**src/rtl/adma_chn_wrr_arb.sv**
```systemverilog
// Weighted round-robin arbiter sharing the DMA read port among channels.
// Latency: request sampled in IDLE gives a registered grant on the next cycle; at most one grant every 2 cycles.
// Backpressure: grant is held stable until gnt_ready_i; no new request is sampled while a grant is pending.
module adma_chn_wrr_arb #(
    parameter int DMA_CHN_NUM   = 4,
    parameter int DMA_CHN_ARB_W = 3,
    parameter int CHN_ID_W      = $clog2(DMA_CHN_NUM)
) (
    input  logic                                   aclk,
    input  logic                                   areset,
    input  logic                                   arb_en_i,
    input  logic [DMA_CHN_NUM-1:0]                 chn_req_i,
    input  logic [DMA_CHN_NUM*DMA_CHN_ARB_W-1:0]   chn_weight_i,
    output logic [DMA_CHN_NUM-1:0]                 chn_ack_o,
    output logic                                   gnt_valid_o,
    output logic [CHN_ID_W-1:0]                    gnt_id_o,
    input  logic                                   gnt_ready_i
);

    typedef enum logic {
        IDLE  = 1'b0,
        GRANT = 1'b1
    } state_t;

    state_t                     state_q, state_d;
    logic [CHN_ID_W-1:0]        ptr_q, ptr_d;
    logic [CHN_ID_W-1:0]        gnt_id_q, gnt_id_d;
    logic [DMA_CHN_ARB_W-1:0]   credit_q, credit_d;
    logic                       gnt_valid_q, gnt_valid_d;

    logic [DMA_CHN_NUM-1:0]     elig;
    logic                       rot_found;
    logic [CHN_ID_W-1:0]        rot_sel;
    logic [CHN_ID_W-1:0]        scan_idx;
    logic [DMA_CHN_ARB_W-1:0]   rot_weight;
    logic                       stay;

    // A zero weight masks the channel entirely.
    always_comb begin
        elig = '0;
        for (int c = 0; c < DMA_CHN_NUM; c++) begin
            elig[c] = chn_req_i[c] & (|chn_weight_i[c*DMA_CHN_ARB_W +: DMA_CHN_ARB_W]);
        end
    end

    // Scan ptr+1 .. ptr+N; walking downward lets the nearest hit overwrite farther ones.
    always_comb begin
        rot_found = 1'b0;
        rot_sel   = ptr_q;
        scan_idx  = '0;
        for (int k = DMA_CHN_NUM; k >= 1; k--) begin
            scan_idx = CHN_ID_W'((int'(ptr_q) + k) % DMA_CHN_NUM);
            if (elig[scan_idx]) begin
                rot_found = 1'b1;
                rot_sel   = scan_idx;
            end
        end
    end

    always_comb begin
        rot_weight = '0;
        for (int c = 0; c < DMA_CHN_NUM; c++) begin
            if (rot_sel == CHN_ID_W'(c)) begin
                rot_weight = chn_weight_i[c*DMA_CHN_ARB_W +: DMA_CHN_ARB_W];
            end
        end
    end

    assign stay = elig[ptr_q] && (credit_q != '0);

    always_comb begin
        state_d     = state_q;
        ptr_d       = ptr_q;
        credit_d    = credit_q;
        gnt_valid_d = gnt_valid_q;
        gnt_id_d    = gnt_id_q;
        case (state_q)
            IDLE: begin
                if (arb_en_i && rot_found) begin
                    state_d     = GRANT;
                    gnt_valid_d = 1'b1;
                    if (stay) begin
                        gnt_id_d = ptr_q;
                    end else begin
                        gnt_id_d = rot_sel;
                        credit_d = rot_weight;
                    end
                end
            end
            GRANT: begin
                if (gnt_ready_i) begin
                    state_d     = IDLE;
                    gnt_valid_d = 1'b0;
                    ptr_d       = gnt_id_q;
                    credit_d    = credit_q - DMA_CHN_ARB_W'(1);
                end
            end
            default: begin
                state_d     = IDLE;
                gnt_valid_d = 1'b0;
            end
        endcase
    end

    always_ff @(posedge aclk) begin
        if (areset) begin
            state_q     <= IDLE;
            ptr_q       <= CHN_ID_W'(DMA_CHN_NUM - 1);
            credit_q    <= '0;
            gnt_valid_q <= 1'b0;
            gnt_id_q    <= '0;
        end else begin
            state_q     <= state_d;
            ptr_q       <= ptr_d;
            credit_q    <= credit_d;
            gnt_valid_q <= gnt_valid_d;
            gnt_id_q    <= gnt_id_d;
        end
    end

    always_comb begin
        chn_ack_o = '0;
        if (gnt_valid_q && gnt_ready_i) begin
            chn_ack_o[gnt_id_q] = 1'b1;
        end
    end

    assign gnt_valid_o = gnt_valid_q;
    assign gnt_id_o    = gnt_id_q;

endmodule

```
**config.mk**
```make
export PLATFORM = sky130hd
export DESIGN_NAME = adma_chn_wrr_arb
export DESIGN_NICKNAME = d
export VERILOG_FILES = /design/src/rtl/adma_chn_wrr_arb.sv
export SDC_FILE = /design/constraint.sdc
export NUM_CORES = 1
export LEC_CHECK = 0
export CORE_MARGIN = 4
export CORE_UTILIZATION = 45
export CTS_CLUSTER_SIZE = 12
export DETAILED_ROUTE_END_ITERATION = 8
export HOLD_SLACK_MARGIN = 0.03
export PLACE_DENSITY_LB_ADDON = 0.08
export REMOVE_ABC_BUFFERS = 1
export SLEW_MARGIN = 20
export SYNTH_ARGS = -nofsm -noshare
export SYNTH_HDL_FRONTEND = slang
export SYNTH_SLANG_ARGS = --single-unit
```
**constraint.sdc**
```tcl
create_clock -name aclk -period 2.9 [get_ports aclk]
set_input_delay 0.58 -clock aclk [delete_from_list [all_inputs] [get_ports aclk]]
set_output_delay 0.58 -clock aclk [all_outputs]
set_load 0.1 [all_outputs]
```
Word-level counts from Yosys, hierarchy flattened

Index checks and enable logic that the tools add are counted.

Input bits: 20
Logic and storage cells: 78
Output and inout bits: 7
Register bits: 9

Bitwise operators: 5
Reduce and logical (&&, ||, !) cells: 14
Add/sub/neg operators: 5
Eq/ne operators: 6
Muxes and demuxes: 36
$lt $le $gt $ge: 7

Operator list:

| operator              | number |
|---|---|
| $mux W3               | 7 |
| $lt A2 B3 Y1 const B  | 6 |
| $mux W1               | 14 |
| $reduce_or A3 Y1      | 4 |
| $bmux W1 S2           | 5 |
| $mux W2               | 5 |
| $ne A2 B2 Y1 const B  | 3 |
| $pmux W3 S2           | 1 |
| $reduce_and A2 Y1     | 3 |
| $add A2 B1 Y2 const B | 2 |
| $add A2 B2 Y2 const B | 2 |
| $and A1 B1 Y1         | 4 |
| $eq A2 B2 Y1 const B  | 2 |
| $logic_and A1 B1 Y1   | 4 |
| $mux W4               | 1 |
| $pmux W1 S2           | 2 |
| $reduce_and A3 Y1     | 1 |
| $reduce_bool A3 Y1    | 1 |
| $sub A3 B1 Y3 const B | 1 |
| $demux W1 S2          | 1 |
| $eq A2 B1 Y1 const B  | 1 |
| $ge A2 B1 Y1 const B  | 1 |
| $logic_not A2 Y1      | 1 |
| $not A1 Y1            | 1 |

Depth between registers and ports, before layout

Gate-level depths: netlist (run 1).

Depth after elaboration: 16
Mapped depth: 9
Gate-level depth less buffers: 9

Worst setup path after synthesis (run 1)

OpenSTA, ideal clock, no wires.

Kind: register -> output
Start: register gnt_id_q[1] (netlist: gnt_id_o[1])
End: output port chn_ack_o[2]
Data arrival time: 3.264 ns
Stages on the path, launching flop included: 3
Data required time: 2.320 ns
Slack: -0.944 ns
Buffers on the path: 0
Cells stage by stage: dfxtp_1 > inv_1 > nor3_1

Word-level cells in the longest chain between the ends: 5
Elaborated cells between the ends (all ways): 6
Classes of those cells: 2 x order compare; 3 x mux; 1 x reduce/logical

RTL lines:

| element                                                                   | RTL line | text |
|---|---|---|
| start, declared                                                           | 27       | `logic [CHN_ID_W-1:0] gnt_id_q, gnt_id_d;` |
| start signal, assigned                                                    | 117      | `gnt_id_q <= gnt_id_d;` |
| $lt A2 B3 Y1 (not written as such) / $ge A2 B1 Y1 (equally long branches) | 124      | `chn_ack_o[gnt_id_q] = 1'b1;` |
| $logic_and A1 B1 Y1 (not written as such)                                 | 124      |  |
| $mux W1 (not written as such)                                             | 124      |  |
| $demux W1 S2 (*)                                                          | 124      |  |
| $mux W4 (*)                                                               | 123      | `if (gnt_valid_q && gnt_ready_i) begin` |
| end, declared                                                             | 14       | `output logic [DMA_CHN_NUM-1:0] chn_ack_o,` |

Mark *: on every way between the ends. The rest lies on a longest branch, timed or not.

Worst setup path in the final report (run 1)

Start: input port chn_weight_i[10]
End: register credit_q[2]

Word-level cells in the longest chain between the ends: 16
Elaborated cells between the ends (all ways): 36
Classes of those cells: 5 x eq/ne; 25 x mux; 1 x bitwise; 5 x reduce/logical

RTL lines:

| element                       | RTL line | text |
|---|---|---|
| start, declared               | 13       | `input logic [DMA_CHN_NUM*DMA_CHN_ARB_W-1:0] chn_weight_i,` |
| $reduce_or A3 Y1 (*)          | 42       | `elig[c] = chn_req_i[c] & (\|chn_weight_i[c*DMA_CHN_ARB_W +: DMA_CHN_ARB_W]);` |
| $and A1 B1 Y1 (*)             | 42       |  |
| $bmux W1 S2                   | 53       | `if (elig[scan_idx]) begin` |
| $mux W1 (not written as such) | 53       |  |
| $mux W2 (4 in a row)          | 53       |  |
| $logic_not A2 Y1              | 63       | `if (rot_sel == CHN_ID_W'(c)) begin` |
| $mux W3 (4 in a row)          | 63       |  |
| $mux W3                       | 82       | `if (stay) begin` |
| $mux W3                       | 79       | `if (arb_en_i && rot_found) begin` |
| $pmux W3 S2                   | 77       | `case (state_q)` |
| end signal, assigned          | 115      | `credit_q <= credit_d;` |
| end, declared                 | 28       | `logic [DMA_CHN_ARB_W-1:0] credit_q, credit_d;` |

Mark *: on every way between the ends. The rest lies on a longest branch, timed or not. The select of a mux whose other input is x is not followed.
A chain may end at the register's enable or synchronous reset.

==> results of run 1 <==
-- per-stage QoR --
stage / area, µm² / TNS [ps] / cells / hold slack [ps]
after floorplan: 792 / -2150 / 94 / 491
after global placement: 1130 / 0 / 147 / 480
after detailed placement: 1130 / 0 / 147 / 484
after CTS: 1160 / 0 / 151 / 492
after global routing: 1160 / 0 / 151 / 532
final: 1160 / 0 / 151 / 489
-- tightest hold or removal path, cell delays in order, from the launching register on --
cell and delay, ps:
dfxtp_1 330, nand2_1 60, a21oi_1 50
-- cell usage after synthesis --
master	n	share of area, %
mux2_1	2	2.8
dfxtp_1	9	22
mux2i_1	2	2.5
o211ai_1	2	1.9
ha_1	2	3.1
o32a_2	1	1.4
nor2_1	10	4.6
o311ai_1	1	1.1
nand2_2	2	1.5
or3_1	2	1.5
and2_4	1	1.1
nor2b_1	2	1.5
o31ai_1	1	0.93
a2bb2oi_1	1	1.1
nor4_1	1	0.77
clkbuf_1	2	0.93
nand2_1	8	3.7
o211a_4	1	2.2
nand3b_1	1	0.93
o22ai_1	1	0.77
a21boi_4	1	2.3
or3b_1	1	1.1
buf_2	1	0.62
nand2b_1	1	0.77
a31oi_1	1	0.77
o31ai_4	2	5.3
a22oi_1	3	2.8
a21oi_1	6	3.7
o31a_1	5	5.4
buf_1	1	0.46
a41oi_1	1	1.1
nor3b_1	1	0.93
nor3_1	3	1.9
o32ai_1	1	1.1
a211oi_1	2	1.9
inv_1	5	2.3
a221oi_1	5	5.4
nor2_4	1	1.4
a32o_1	1	1.2
a22o_1	1	1.1
nand3_1	3	1.9
-- layout by cell type (no fill, tap or decap), types with 2 or more instances in the layout --
| cell | netlist | final |
|---|---|---|
| o31ai_4 | 2 | 2 |
| buf_12 | 0 | 4 |
| o31a_1 | 5 | 5 |
| o211ai_1 | 2 | 2 |
| nor2_1 | 10 | 10 |
| a211oi_1 | 2 | 2 |
| or3_1 | 2 | 2 |
| a221oi_1 | 5 | 5 |
| nand2_2 | 2 | 2 |
| clkdlybuf4s50_1 | 0 | 19 |
| nand2_1 | 8 | 8 |
| clkbuf_4 | 0 | 3 |
| mux2_1 | 2 | 2 |
| dfxtp_1 | 9 | 9 |
| a21oi_1 | 6 | 6 |
| inv_1 | 5 | 5 |
| mux2i_1 | 2 | 2 |
| ha_1 | 2 | 2 |
| buf_4 | 0 | 5 |
| nand3_1 | 3 | 3 |
| a22oi_1 | 3 | 3 |
| nor3_1 | 3 | 3 |
| nor2b_1 | 2 | 2 |
-- layer usage --
metal	GRT usage, %	share of wire [%]	vias to the layer above
met5	0	0	-
met4	5.38	1.9	0
met3	3.86	7.5	7
met2	34.3	49	39
met1	20.5	41	407
li1	-	-	446
-- worst paths after layout --
path / endpoint / slack [ps] / depth (start not counted)
setup / recovery: credit_q[2]$_SDFFE_PP0P_ / 430 / 7
hold / removal: gnt_valid_o$_SDFFE_PP0P_ / 490 / 2
hold reg to reg: gnt_valid_o$_SDFFE_PP0P_ / 490 / 2
setup reg to reg: credit_q[2]$_SDFFE_PP0P_ / 690 / 9
-- registers in the layout (all words and copies together) (netlist names) --
signal and cells:
credit_q 3, gnt_id_o 2, gnt_valid_o 1, ptr_q 2, state_q 1
-- layout make-up --
type / count / area share, %
flip-flops and latches: 9 / 15.6
well taps: 25 / 2.70
repair buffers: 28 / 26.6
inverters: 5 / 1.62
clock buffers: 4 / 2.27
multi-input cells: 80 / 51.2
-- cell families after synthesis --
group / after synthesis / share of synthesized area, %
AO/OA/AOI/OAI: 37 / 41.3
adder cells (fa/ha/maj): 2 / 3.10
buffers and inverters: 9 / 4.33
flip-flops: 9 / 22.3
multiplexers: 4 / 5.26
AND/OR/NAND/NOR: 37 / 23.7
-- power groups by stage --
stage               registers (mW)  clock network (mW)  logic (mW)
floorplan                    0.184                   0       0.123
global placement             0.157                   0       0.225
detailed placement           0.158                   0       0.228
CTS                          0.156              0.0982       0.229
global route                 0.159               0.103       0.247
finish                       0.156              0.0954       0.227
==> summary.md, run 1 <==
| Metric | Value |
|---|---|
| Cells after Synth | 98 |
| Clock Path Buffers | 2 |
| Bufs and invs on worst path | 1 |
| Proportion of layout cells with a drive suffix above 1 | 16.7% |
| Post-Route WL | 2.17 mm |
| Post-synthesis sequential area ratio | 22.3% |
| Fill cells | 142 |
| Post-DP HPWL | 1.79 mm |
| Setup bufs post-CTS | 0 |
| Footprint of the multi-input gates | 593 µm² |
| Routed length per placed instance | 14.3 µm |
| GRT Total Usage | 18.4% |
| Crit-path cells | clkdlybuf4s50_1 -> o311ai_1 -> nor2_1 -> o32a_2 -> and2_4 -> a221oi_1 -> a211oi_1 |
| DR pass1 iterations | 4 |
| Leakage power | 0.430 nW |
| IO Count | 27 |
| Die X-Extent | 50.4 µm |
| Net count, final | 149 |
| Antenna diodes | 0 |
| ANT nets after route | 0 |
| Cell family with most CP delay | compound AO/OA/AOI/OAI gates |
| Slowest-stage cell, CP | clkdlybuf4s50_1 |
| Clock root buffer master | clkbuf_4 |
| Worst min-delay path category | reg2reg |
| Worst Path Class, Setup | in2reg |
| Largest net degree at the start of global routing | 15 |
| P_sw | 189 µW |
| Slew Viols, Final | 0 |
| Initial core utilization | 47.3% |
| Final setup margin | 433 ps |
| Max-cap violations | 0 |
| Startpoint types | input pin |
| Core Box Area | 0.00171 mm² |
| Die area | 0.00254 mm² |
| Layout Area Growth over Synthesis | 43.2% |
| CTS tree | done |
| Max Freq | 405 MHz |
| VDD IR max | 0.286 mV |
| Status | completed |
| Cts hold-fix bufs | 0 |
| Final period util | 85.1% |
| Synth Register Bits | 9 |
| Synth warn | 0 |
| Total power | 479 µW |
| Reg area | 180 µm² |
| Routability cong. | 0.874 |
| Port Buffers | 26 |
| Final setup fails | 0 |
| Worst-margin pin slew | 457 ps |
| GRT Residual Overflow | 0 |
| Critical Path End Type | register |
| Initial antenna violation count | 0 |
| Die Y | 50.4 µm |
| Mean area per synthesized cell | 8.25 µm² |
| Pre-CTS WS | 195 ps |
| Part of the power in registers | 32.6% |
| Pint | 290 µW |
| First-pass GRT wire length | 3.58 mm |
| Comb power frac | 47.5% |
| Sw frac | 39.5% |
| Data arrival time of the critical path | 2590 ps |
| Mapped Area | 808 µm² |
| CTS HTree Levels | 1 |
| Core Util, Final | 67.8% |
| Clock Skew | 1.25 ps |
| Via count | 899 |
| Row Count | 15 |
| Clock Latency Late Sink | 250 ps |
| Hold violation count in the final report | 0 |
| Vias in the first global route | 857 |
| Initial drt markers | 13 |
| Final min period | 2470 ps |
| Reg2reg start | credit_q[0]$_SDFFE_PP0P_ |
| WP data required | 3030 ps |
| Worst path max stage delay | 500 ps |
| Via density | 5.95 |
| Post-CTS resize count | 0 |
| Post-synthesis cell type count | 41 |
| Peak fanout along the critical path | 4 |
| PD cells | 414 mW/mm² |
| RSZ-0062 raised after global routing | no |
| CTS Buf Count | 3 |
| Clock Sinks | 9 |
| Clk pwr share | 19.9% |
| Hold path startpoint | gnt_valid_o$_SDFFE_PP0P_ |
| Crit path from | chn_weight_i[10] |
| Worst-path clk slew | 60 ps |
| Slew HR | 69.5% |
| Residual DRC | 0 |
No activity file was read; power rests on OpenSTA's default activity.
==> inputs of run 2 (changes only) <==
Settings changed: CORE_UTILIZATION 45 to 47, CTS_BUF_LIST set to sky130_fd_sc_hd__clkbuf_4.
==> summary.md, run 2 (synthesis gave the netlist of run 1 again) <==
| Metric | Value |
|---|---|
| Proportion of layout cells with a drive suffix above 1 | 16.8% |
| Setup bufs post-CTS | 0 |
| Row Count | 14 |
| Routed length per placed instance | 15.6 µm |
| Layout Area Growth over Synthesis | 41.3% |
| Via count | 926 |
| Initial antenna violation count | 0 |
| Peak fanout along the critical path | 6 |
| Clock Path Buffers | 2 |
| VDD IR max | 0.383 mV |
| Comb power frac | 46.3% |
| Post-CTS resize count | 0 |
| Port Buffers | 26 |
| Slew Viols, Final | 0 |
| Initial core utilization | 51.8% |
| First-pass GRT wire length | 3.68 mm |
| Final setup fails | 0 |
| WP data required | 3030 ps |
| Commonest non-fill, non-tap cells in the layout | 19 x clkdlybuf4s50_1, 10 x nor2_1, 9 x dfxtp_1 |
| Max-cap violations | 0 |
| Clock Latency Late Sink | 260 ps |
| Status | completed |
| P_sw | 193 µW |
| Worst min-delay path category | reg2reg |
| Final setup margin | 454 ps |
| Initial drt markers | 25 |
| Core Util, Final | 73.3% |
| CTS HTree Levels | 1 |
| Worst path max stage delay | 500 ps |
| Die X-Extent | 49.5 µm |
| IO Count | 27 |
| Pint | 298 µW |
| Largest net degree at the start of global routing | 15 |
| Max reg flops | 3 |
| GRT Total Usage | 19.3% |
| Commonest non-fill, non-tap cell in the layout | clkdlybuf4s50_1 |
| Fill cells | 134 |
| Routability cong. | 0.870 |
| CTS Buf Count | 3 |
| RSZ-0062 raised after global routing | no |
| Part of the power in registers | 31.8% |
| Antenna diodes | 0 |
| Slowest-stage cell, CP | clkdlybuf4s50_1 |
| Vias in the first global route | 837 |
| Worst-path clk slew | 60 ps |
| Sw frac | 39.3% |
| Clk pwr share | 21.9% |
| Slew HR | 65.7% |
| Die area | 0.00245 mm² |
| Final period util | 84.4% |
| Via density | 6.57 |
| CTS tree | done |
| Crit-path cells | clkdlybuf4s50_1 -> o31a_1 -> a21oi_1 -> o32a_2 -> and2_4 -> a221oi_1 -> a211oi_1 |
| Clock Skew | 0.553 ps |
| GRT Residual Overflow | 0 |
| Data arrival time of the critical path | 2580 ps |
| PD cells | 430 mW/mm² |
| Core Box Area | 0.00156 mm² |
| Cell family with most CP delay | compound AO/OA/AOI/OAI gates |
| Clock Sinks | 9 |
| Pre-CTS WS | 172 ps |
| Worst Path Class, Setup | in2reg |
| DR pass1 iterations | 4 |
| Startpoint types | input pin |
| Leakage power | 0.428 nW |
| Max Freq | 409 MHz |
| Post-Route WL | 2.20 mm |
| Die Y | 49.5 µm |
| Bufs and invs on worst path | 1 |
| Total power | 491 µW |
| Biggest register | credit_q |
| Worst-margin pin slew | 513 ps |
| ANT nets after route | 0 |
| Net count, final | 148 |
| Post-DP HPWL | 1.75 mm |
| Clock root buffer master | clkbuf_4 |
| Final min period | 2450 ps |
| Hold violation count in the final report | 0 |
| Cts hold-fix bufs | 0 |
| Critical Path End Type | register |
| Residual DRC | 0 |
-- run 2: per-stage QoR --
step                      cells  hold WS (ps)  TNS [ps]  cell area, µm²
final                       141           512         0            1140
after global routing        141           542         0            1140
after CTS                   141           510         0            1140
after detailed placement    137           501         0            1110
after global placement      137           478         0            1110
after floorplan              94           491     -2150             792
-- run 2: final cells by class --
cell class | count | area, µm² | area share [%]
clock buffer | 4 | 30.0 | 2.63
inverter | 5 | 18.8 | 1.64
multi-input combinational | 80 | 593 | 51.9
sequential | 9 | 180 | 15.8
tap | 16 | 20.0 | 1.75
timing repair buffer | 27 | 300 | 26.3
-- run 2: routing by layer --
metal / routed length (µm) / track usage, % / share of wire, %
met5: 0 / 0 / 0
met2: 1030 / 32.4 / 47
met4: 29 / 5.53 / 1.3
met3: 175 / 5.72 / 7.9
met1: 965 / 23.7 / 44
-- run 2: power by group through the flow --
stage	logic [mW]	clock network (mW)	registers, mW
floorplan	0.123	0	0.184
global placement	0.222	0	0.157
detailed placement	0.225	0	0.158
CTS	0.226	0.111	0.156
global route	0.247	0.122	0.158
finish	0.227	0.108	0.156
-- run 2: worst min-delay path, delay by kind of cell, from the launching register on --
| family | cells | cell delay (ps) |
|---|---|---|
| flip-flops | 1 | 330 |
| AND/OR/NAND/NOR | 1 | 70 |
| AO/OA/AOI/OAI | 1 | 60 |
-- run 2: path summary, 6_finish.rpt --
kind | from | endpoint | slack (ps) | cells after the start
worst max-delay path | chn_weight_i[0] | credit_q[2]$_SDFFE_PP0P_ | 450 | 7
worst min-delay path | gnt_valid_o$_SDFFE_PP0P_ | gnt_valid_o$_SDFFE_PP0P_ | 510 | 2
worst max register to register | credit_q[0]$_SDFFE_PP0P_ | credit_q[2]$_SDFFE_PP0P_ | 620 | 9
worst min register to register | gnt_valid_o$_SDFFE_PP0P_ | gnt_valid_o$_SDFFE_PP0P_ | 510 | 2
==> inputs of run 3 (changes only) <==
Clock period 2.9 ns to 2.5 ns, I/O delays scaled along.
==> summary.md, run 3 (synthesis gave the netlist of run 1 again) <==
| Metric | Value |
|---|---|
| Commonest non-fill, non-tap cell in the layout | clkdlybuf4s50_1 |
| Total power | 600 µW |
| Post-Route WL | 2.51 mm |
| Bufs and invs on worst path | 1 |
| Sw frac | 39.3% |
| Data arrival time of the critical path | 2470 ps |
| WP data required | 2640 ps |
| Clock Skew | 5.09 ps |
| Residual DRC | 0 |
| Reg2reg start | credit_q[1]$_SDFFE_PP0P_ |
| Status | completed |
| Routability cong. | 0.878 |
| First-pass GRT wire length | 4.11 mm |
| Net count, final | 160 |
| Final min period | 2330 ps |
| Row Count | 14 |
| Layout Area Growth over Synthesis | 52.5% |
| Max-cap violations | 0 |
| DR pass1 iterations | 4 |
| Core Box Area | 0.00156 mm² |
| Worst-margin pin slew | 439 ps |
| Worst min-delay path category | reg2reg |
| Post-DP HPWL | 1.99 mm |
| Initial antenna violation count | 0 |
| Via count | 964 |
| CTS tree | done |
| Leakage power | 0.487 nW |
| Clock Sinks | 9 |
| Hold violation count in the final report | 0 |
| Routed length per placed instance | 16.4 µm |
| Critical Path End Type | register |
| WHS Path Cells | 2 |
| Comb power frac | 48.9% |
| Die X-Extent | 49.5 µm |
| Port Buffers | 26 |
| Final setup fails | 0 |
| Hold path startpoint | gnt_valid_o$_SDFFE_PP0P_ |
| Startpoint types | input pin |
| Final period util | 93.4% |
| Slowest-stage cell, CP | clkdlybuf4s50_1 |
| Via density | 6.30 |
| Die Y | 49.5 µm |
| Part of the power in registers | 30.2% |
| Clk pwr share | 20.9% |
| Stages on the worst setup path | 7 |
| IO Count | 27 |
| Proportion of layout cells with a drive suffix above 1 | 24.1% |
| PD cells | 486 mW/mm² |
| ANT nets after route | 0 |
| Max Freq | 428 MHz |
| Fin cells | 153 |
| Commonest non-fill, non-tap cells in the layout | 19 x clkdlybuf4s50_1, 16 x buf_4, 10 x nor2_1 |
| Slew Viols, Final | 0 |
| Critical R2R Capture | credit_q[2]$_SDFFE_PP0P_ |
| R2R Setup Slk | 230 ps |
| Cts hold-fix bufs | 0 |
| RSZ-0062 raised after global routing | no |
| Clock root buffer master | clkbuf_4 |
| VDD IR max | 0.360 mV |
| CTS Buf Count | 3 |
| Core Util, Final | 79.1% |
| Placed insts | 149 |
| Largest net degree at the start of global routing | 15 |
| Clock Latency Late Sink | 260 ps |
| Hold slack | 502 ps |
| Post-route cell area | 0.00123 mm² |
| Initial core utilization | 51.8% |
| Fill cells | 109 |
| Hold Path Sink | gnt_valid_o$_SDFFE_PP0P_ |
| GRT Residual Overflow | 0 |
| Initial drt markers | 64 |
| Pint | 364 µW |
| CTS HTree Levels | 1 |
| Worst Path Class, Setup | in2reg |
| P_sw | 236 µW |
| Setup bufs post-CTS | 0 |
| Worst-path clk slew | 60 ps |
| Biggest register | credit_q |
| Vias in the first global route | 937 |
| R2r worst-path depth | 9 |
| Cell family with most CP delay | compound AO/OA/AOI/OAI gates |
| Placed cell area | 0.00120 mm² |
| Crit-path cells | clkdlybuf4s50_1 -> o31a_1 -> or3_1 -> o211a_4 -> and2_4 -> a221oi_1 -> a211oi_1 |
| Worst path max stage delay | 480 ps |
| Slew HR | 70.7% |
| Peak fanout along the critical path | 6 |
| Post-CTS resize count | 0 |
| GRT Total Usage | 21.4% |
| Antenna diodes | 0 |
| Clock Path Buffers | 2 |
| Max reg flops | 3 |
| Die area | 0.00245 mm² |
[run 3: changes by cell type in the layout (fill, tap and decap cells not counted), sizes merged]
cell and delta:
buf +12
[run 3: power by group through the flow]
stage | Sequential (mW) | Combinational [mW] | Clock (mW)
floorplan | 0.213 | 0.143 | 0
global placement | 0.183 | 0.278 | 0
detailed placement | 0.183 | 0.287 | 0
CTS | 0.180 | 0.291 | 0.126
global route | 0.184 | 0.314 | 0.136
finish | 0.181 | 0.293 | 0.125
[run 3: worst register-to-register path, cell delays in order (launching register included)]
cell and delay, ps:
dfxtp_1 360, inv_1 70, ha_1 190, ha_1 220, or3b_1 350, o22ai_1 300
nor2_4 100, a21boi_4 200, a22oi_1 110, a211oi_1 260
[run 3: worst max-delay path by stage]
stage | startpoint | end
CTS | chn_weight_i[7] | credit_q[2]$_SDFFE_PP0P_
finish | chn_weight_i[7] | credit_q[2]$_SDFFE_PP0P_
global placement | chn_weight_i[10] | credit_q[2]$_SDFFE_PP0P_
floorplan | gnt_id_o[1]$_SDFFE_PP0P_ | chn_ack_o[2]
global route | credit_q[0]$_SDFFE_PP0P_ | credit_q[2]$_SDFFE_PP0P_
detailed placement | chn_weight_i[7] | credit_q[1]$_SDFFE_PP0P_
[run 3: layout make-up]
cell class              count  area (µm²)  share of cell area [%]
multi-input cells          80         593                    48.1
repair buffers             39         390                    31.7
flip-flops and latches      9         180                    14.6
clock buffers               4        30.0                    2.44
well taps                  16        20.0                    1.62
inverters                   5        18.8                    1.52
[run 3: through the flow]
step / setup TNS [ps] / setup slack [ps]
global route: 0 / 80.3
global placement: -85.6 / -35.6
CTS: 0 / 195
finish: 0 / 165
detailed placement: -206 / -79.2
floorplan: -3430 / -1260
[run 3: layer usage]
layer  vias to the layer above  global-route usage, %  wire, µm
li1                        465                      -         -
met4                         0                   3.23        51
met2                        53                   37.9      1200
met3                        10                   5.12       162
met5                         -                      0         0
met1                       436                   26.5      1090
